<file path="config.mk">
export PLATFORM = sky130hd
export DESIGN_NAME = mem_stage_controller
export DESIGN_NICKNAME = d
export VERILOG_FILES = /design/src/rtl/arm_mem_pkg.sv /design/src/rtl/sram_phase_counter.sv /design/src/rtl/mem_stage_controller.sv
export SDC_FILE = /design/constraint.sdc
export NUM_CORES = 1
export LEC_CHECK = 0
export CORE_ASPECT_RATIO = 0.6
export CORE_MARGIN = 4
export CORE_UTILIZATION = 50
export CTS_CLUSTER_SIZE = 10
export DETAILED_ROUTE_END_ITERATION = 16
export DONT_BUFFER_PORTS = 1
export GPL_TIMING_DRIVEN = 0
export PLACE_DENSITY_LB_ADDON = 0.2
export RECOVER_POWER = 25
export REMOVE_ABC_BUFFERS = 1
export SLEW_MARGIN = 10
export SYNTH_ARGS = -nofsm -noshare
export SYNTH_HDL_FRONTEND = slang
export SYNTH_HIERARCHICAL = 1
export SYNTH_SLANG_ARGS = --single-unit
</file>
<file path="constraint.sdc">
create_clock -name clk -period 4.03 [get_ports clk]
set_input_delay 0.6045 -clock clk [delete_from_list [all_inputs] [get_ports clk]]
set_output_delay 0.6045 -clock clk [all_outputs]
set_load 0.02 [all_outputs]
</file>
<file path="src/rtl/arm_mem_pkg.sv">
// Shared types and constants for the MEM-stage SRAM access path.
// Word-index helper maps a byte address onto the data-memory SRAM.
package arm_mem_pkg;

  typedef enum logic [1:0] {
    IDLE,
    LO,
    HI,
    DONE
  } mem_state_t;

  localparam int SRAM_AW       = 18;
  localparam int SRAM_DW       = 16;
  localparam int DATA_MEM_BASE = 1024;

  function automatic logic [16:0] word_idx(
    input logic [31:0] addr,
    input logic [31:0] base
  );
    logic [31:0] off;
    off = addr - base;
    return off[18:2];
  endfunction

endpackage

</file>
<file path="src/rtl/sram_phase_counter.sv">
// Wait-state counter for one half-word SRAM phase.
// Clear wins over enable; last flags the hold cycle.
module sram_phase_counter #(
  parameter int WAIT_CYCLES = 2
) (
  input  logic       clk,
  input  logic       rst,
  input  logic       clr,
  input  logic       en,
  output logic [3:0] cnt,
  output logic       last
);

  logic [3:0] cnt_q;
  logic [3:0] cnt_d;

  always_comb begin
    cnt_d = cnt_q;
    if (clr) begin
      cnt_d = '0;
    end else if (en) begin
      cnt_d = cnt_q + 4'd1;
    end
  end

  always_ff @(posedge clk) begin
    if (rst) begin
      cnt_q <= '0;
    end else begin
      cnt_q <= cnt_d;
    end
  end

  assign cnt  = cnt_q;
  assign last = (cnt_q == 4'(WAIT_CYCLES - 1));

endmodule

</file>
<file path="src/rtl/mem_stage_controller.sv">
// MEM-stage sequencer: one 32-bit access as two 16-bit SRAM phases.
// Freezes the pipeline via ready until the DONE cycle.
module mem_stage_controller
  import arm_mem_pkg::*;
#(
  parameter int WAIT_CYCLES = 2,
  parameter int ADDR_BASE   = DATA_MEM_BASE
) (
  input  logic               clk,
  input  logic               rst,
  input  logic               rd_en,
  input  logic               wr_en,
  input  logic [31:0]        address,
  input  logic [31:0]        write_data,
  output logic [31:0]        read_data,
  output logic               ready,
  output logic [SRAM_AW-1:0] sram_addr,
  output logic [SRAM_DW-1:0] sram_dq_o,
  input  logic [SRAM_DW-1:0] sram_dq_i,
  output logic               sram_dq_oe,
  output logic               sram_we_n
);

  localparam logic [31:0] BASE = 32'(ADDR_BASE);

  mem_state_t         state_q, state_d;
  logic [31:0]        addr_q, addr_d;
  logic [31:0]        wdata_q, wdata_d;
  logic               op_wr_q, op_wr_d;
  logic [31:0]        rdata_q, rdata_d;
  logic [SRAM_AW-1:0] sram_addr_q, sram_addr_d;
  logic [SRAM_DW-1:0] dq_o_q, dq_o_d;

  logic       cnt_clr;
  logic       cnt_en;
  logic       cnt_last;
  logic [3:0] cnt;
  logic       req;
  logic       busy;

  assign req = rd_en | wr_en;

  sram_phase_counter #(
    .WAIT_CYCLES(WAIT_CYCLES)
  ) u_cnt (
    .clk (clk),
    .rst (rst),
    .clr (cnt_clr),
    .en  (cnt_en),
    .cnt (cnt),
    .last(cnt_last)
  );

  always_comb begin
    state_d     = state_q;
    addr_d      = addr_q;
    wdata_d     = wdata_q;
    op_wr_d     = op_wr_q;
    rdata_d     = rdata_q;
    sram_addr_d = sram_addr_q;
    dq_o_d      = dq_o_q;
    cnt_clr     = 1'b0;
    cnt_en      = 1'b0;
    unique case (state_q)
      IDLE: begin
        cnt_clr = 1'b1;
        if (req) begin
          addr_d      = address;
          wdata_d     = write_data;
          op_wr_d     = wr_en;
          sram_addr_d = {word_idx(address, BASE), 1'b0};
          if (wr_en) begin
            dq_o_d = write_data[15:0];
          end
          state_d = LO;
        end
      end
      LO: begin
        cnt_en = 1'b1;
        if (cnt_last) begin
          cnt_clr     = 1'b1;
          state_d     = HI;
          sram_addr_d = {word_idx(addr_q, BASE), 1'b1};
          if (op_wr_q) begin
            dq_o_d = wdata_q[31:16];
          end else begin
            rdata_d[15:0] = sram_dq_i;
          end
        end
      end
      HI: begin
        cnt_en = 1'b1;
        if (cnt_last) begin
          cnt_clr = 1'b1;
          state_d = DONE;
          if (!op_wr_q) begin
            rdata_d[31:16] = sram_dq_i;
          end
        end
      end
      DONE: begin
        cnt_clr = 1'b1;
        state_d = IDLE;
      end
    endcase
  end

  always_ff @(posedge clk) begin
    if (rst) begin
      state_q     <= IDLE;
      addr_q      <= '0;
      wdata_q     <= '0;
      op_wr_q     <= 1'b0;
      rdata_q     <= '0;
      sram_addr_q <= '0;
      dq_o_q      <= '0;
    end else begin
      state_q     <= state_d;
      addr_q      <= addr_d;
      wdata_q     <= wdata_d;
      op_wr_q     <= op_wr_d;
      rdata_q     <= rdata_d;
      sram_addr_q <= sram_addr_d;
      dq_o_q      <= dq_o_d;
    end
  end

  // Last cycle of each phase keeps address/data stable with strobe high.
  assign busy       = (state_q == LO) | (state_q == HI);
  assign sram_dq_oe = op_wr_q & busy;
  assign sram_we_n  = ~(op_wr_q & busy & ~cnt_last);
  assign ready      = ~req | (state_q == DONE);
  assign read_data  = rdata_q;
  assign sram_addr  = sram_addr_q;
  assign sram_dq_o  = dq_o_q;

  logic unused_ok;
  assign unused_ok = ^cnt;

endmodule

</file>
==> qor.csv <==
stage,metric,value,unit
sta,minimum clock period,2.79,ns
logic_synthesis,fraction of registers with async set/reset,0,
logic_synthesis,"Seq/Total Area, Yosys",0.481,
place,# port buffers,0,
routing,post-route ant nets,0,
layout,diode count,0,
sta,"Period Utilization, post-route",0.691,
sta,RSZ-0062 raised after global routing,false,
sta,Final Setup Violations,0,
global_routing,first-pass GRT wire length,16.7,mm
clock_network,"Reg clk slew, reported paths",0.07,ns
critical_path,Critical Path AT,3.06,ns
sta,Tightest Pin Transition,0.869,ns
routing,routed wire length,10.7,mm
clock_network,CTS tree,yes,
min_path,HP Class,input pin to register,
clock_network,"Gates resized, CTS repair",0,
logic_synthesis,largest area contributor in the netlist,dfxtp_1,
die,core area,8560,µm²
place,HPWL Detailed,7.45,mm
routing,routed len/inst,17.2,µm
logic_synthesis,Mapped Area,4420,µm²
sta,max-slew violation count,0,
die,# IOs,153,
die,Initial Util,0.516,
global_routing,initial antenna violation count,0,
routing,DRC viols,0,
global_routing,vias in the first global route,3304,
critical_path,Worst setup EP type,register,
die,Die Span Y,80.8,µm
sta,Setup Skew,0.00527,ns
sta,fmax,359,MHz
place,dpl cells,605,
layout,layout cells sized above 1,0.0530,
clock_network,"Hold-fix buffers, CTS",0,
critical_path,CP required,4.30,ns
layout,NumNets Final,595,
sta,setup TNS,0,ns
place,routability cong.,0.773,
logic_synthesis,Mean Syn Cell Area,8.36,µm²
pwr,Pleak,1.66,nW
die,die width,129,µm
sta,final hold vios,0,
layout,Util after Layout,0.557,
sta,Slew HR,0.419,
clock_network,setup repair bufs after CTS,0,
logic_synthesis,yosys warns,6,
routing,DR pass1 iterations,4,
clock_network,largest buffer count on any clock path,2,
logic_synthesis,"EDFF count, synth",0,
logic_synthesis,top_reg_cell synth,dfxtp_1,
global_routing,M1 GR Usage,0.259,
logic_synthesis,#FFs+latches synth,106,
global_routing,met2 track demand over resource,0.308,
pwr,Pwr Density,807,nW/µm²
clock_network,H-tree Lvls,3,
critical_path,critical path peak fanout,31,
clock_network,Num CTS Buffers,9,
pwr,Power Total,3.84,mW
clock_network,clock root cell,clkbuf_16,
routing,initial drt markers,217,
critical_path,critical path type,register to register,
logic_synthesis,Gate Count Post-Synth,528,
die,Cell Rows,26,
logic_synthesis,ranking of synthesized cells by area,"dfxtp_1 (48%), nand2_1 (12%), a21oi_1 (7.9%)",
logic_synthesis,unique cell type count in the Yosys netlist,46,
routing,routed via count,3476,
layout,post-route insts no fill,621,
sta,WHS,0.319,ns
outcome,result of the run,completed,
critical_path,startpoint types,register,
die,Die ar.,10400,µm²
clock_network,Worst-Skew Late Latency,0.34,ns
routing,Vias/cell,5.60,
logic_synthesis,Synth top area share,0.481,
pwr,Worst VDD drop,0.354,mV
clock_network,clk sinks,106,
layout,Filler Cells Inserted,779,
global_routing,largest net degree at the start of global routing,111,
global_routing,GRT met3 Usage,0.0986,
global_routing,Tot GR Track Use,0.204,
global_routing,grt ovf,0,
global_routing,global routing's busiest layer,met2,
run,Max-Cap Viols,0,
layout,Syn-to-layout area delta,7.85,%
[cell families (layout without fill, tap and decap cells)]
group | Yosys count | in the layout | share of synthesized area
mux | 35 | 35 | 0.0802
simple gates | 218 | 218 | 0.212
buf+inv | 43 | 24 | 0.0442
flops | 106 | 106 | 0.481
compound gates | 116 | 116 | 0.158
fa+ha+maj | 7 | 7 | 0.0198
xor+xnor | 3 | 3 | 0.00595
[state kept, by name (all words and copies together), names as in the netlist]
signal	flops
addr_q	17
op_wr_q	1
read_data	32
sram_addr	18
sram_dq_o	16
state_q	2
u_cnt/cnt	4
wdata_q	16
[final timing paths]
path / to / slack (ns) / startpoint / cells past startpoint
worst max-delay path: sram_addr[13]$_SDFFE_PP0P_ / 1.24 / state_q[1]$_SDFFE_PP0P_ / 9
worst min-delay path: read_data[20]$_SDFFE_PP0P_ / 0.32 / rst / 1
worst max register to register: sram_addr[13]$_SDFFE_PP0P_ / 1.24 / state_q[1]$_SDFFE_PP0P_ / 9
worst min register to register: wdata_q[26]$_SDFFE_PP0P_ / 0.45 / wdata_q[26]$_SDFFE_PP0P_ / 2
[critical path, cell delays in order (launching register included)]
cell	delay (ns)
dfxtp_1	0.34
inv_1	0.09
ha_2	0.54
buf_12	0.29
mux2i_1	0.29
ha_1	0.33
nor4bb_1	0.35
nor3_1	0.11
nand3b_1	0.20
a21oi_1	0.16
[final cells by class]
type / count / area (µm²) / area share
flip-flops and latches: 106 / 2120 / 0.446
well taps: 112 / 140 / 0.0294
clock buffers: 10 / 229 / 0.0481
inverters: 5 / 18.8 / 0.00394
repair buffers: 3 / 62.6 / 0.0131
clock inverters: 6 / 66.3 / 0.0139
multi-input cells: 379 / 2120 / 0.446
[synth_stat cells (2+ instances only)]
master and n:
o21bai_1 2, buf_6 3, o21ai_0 2, dfxtp_1 106, ha_1 7, nor3b_1 3
nor3_1 7, buf_2 9, mux2i_1 32, clkbuf_1 25, nor4_1 2, inv_1 5
mux2_2 2, a211oi_1 29, a31oi_1 2, or2_1 2, and2_1 3, nor2_1 39
xnor2_1 3, nand2_1 141, a21oi_1 70, nor4b_1 3, nand3b_1 8
[stage by stage]
step / area, µm² / worst slack [ns]
2_1_floorplan: 4240 / 0.592
3_3_place_gp: 4380 / -0.589
3_5_place_dp: 4470 / 1.28
4_1_cts: 4760 / 1.26
5_1_grt: 4760 / 0.960
6_report: 4760 / 1.24
[routing by layer]
| layer | part of all wire | routed length (µm) | up-vias |
|---|---|---|---|
| li1 | - | - | 1758 |
| met1 | 0.45 | 4800 | 1608 |
| met2 | 0.45 | 4810 | 96 |
| met3 | 0.089 | 944 | 14 |
| met4 | 0.0097 | 103 | 0 |
| met5 | 0 | 0 | - |
[where the power goes]
part / internal, mW / switching, mW / leakage [nW]
combinational: 0.509 / 0.786 / 0.660
sequential: 1.30 / 0.369 / 0.868
clock: 0.483 / 0.391 / 0.135
total: 2.30 / 1.55 / 1.66
[cells in the final DEF (no fill, tap or decap), types with 2 or more instances in the layout]
cell / Yosys / routed
nand2_1: 141 / 141
dfxtp_1: 106 / 106
a21oi_1: 70 / 70
nor2_1: 39 / 38
mux2i_1: 32 / 32
a211oi_1: 29 / 29
clkbuf_16: 0 / 9
nand3b_1: 8 / 8
nor3_1: 7 / 7
ha_1: 7 / 6
inv_1: 5 / 5
and2_1: 3 / 3
nor3b_1: 3 / 3
nor4b_1: 3 / 3
xnor2_1: 3 / 3
clkinvlp_4: 0 / 3
o21bai_1: 2 / 2
or2_1: 2 / 2
nor4_1: 2 / 2
mux2_2: 2 / 2
a31oi_1: 2 / 2
o21ai_0: 2 / 2
(Power assumes the default switching activity.)
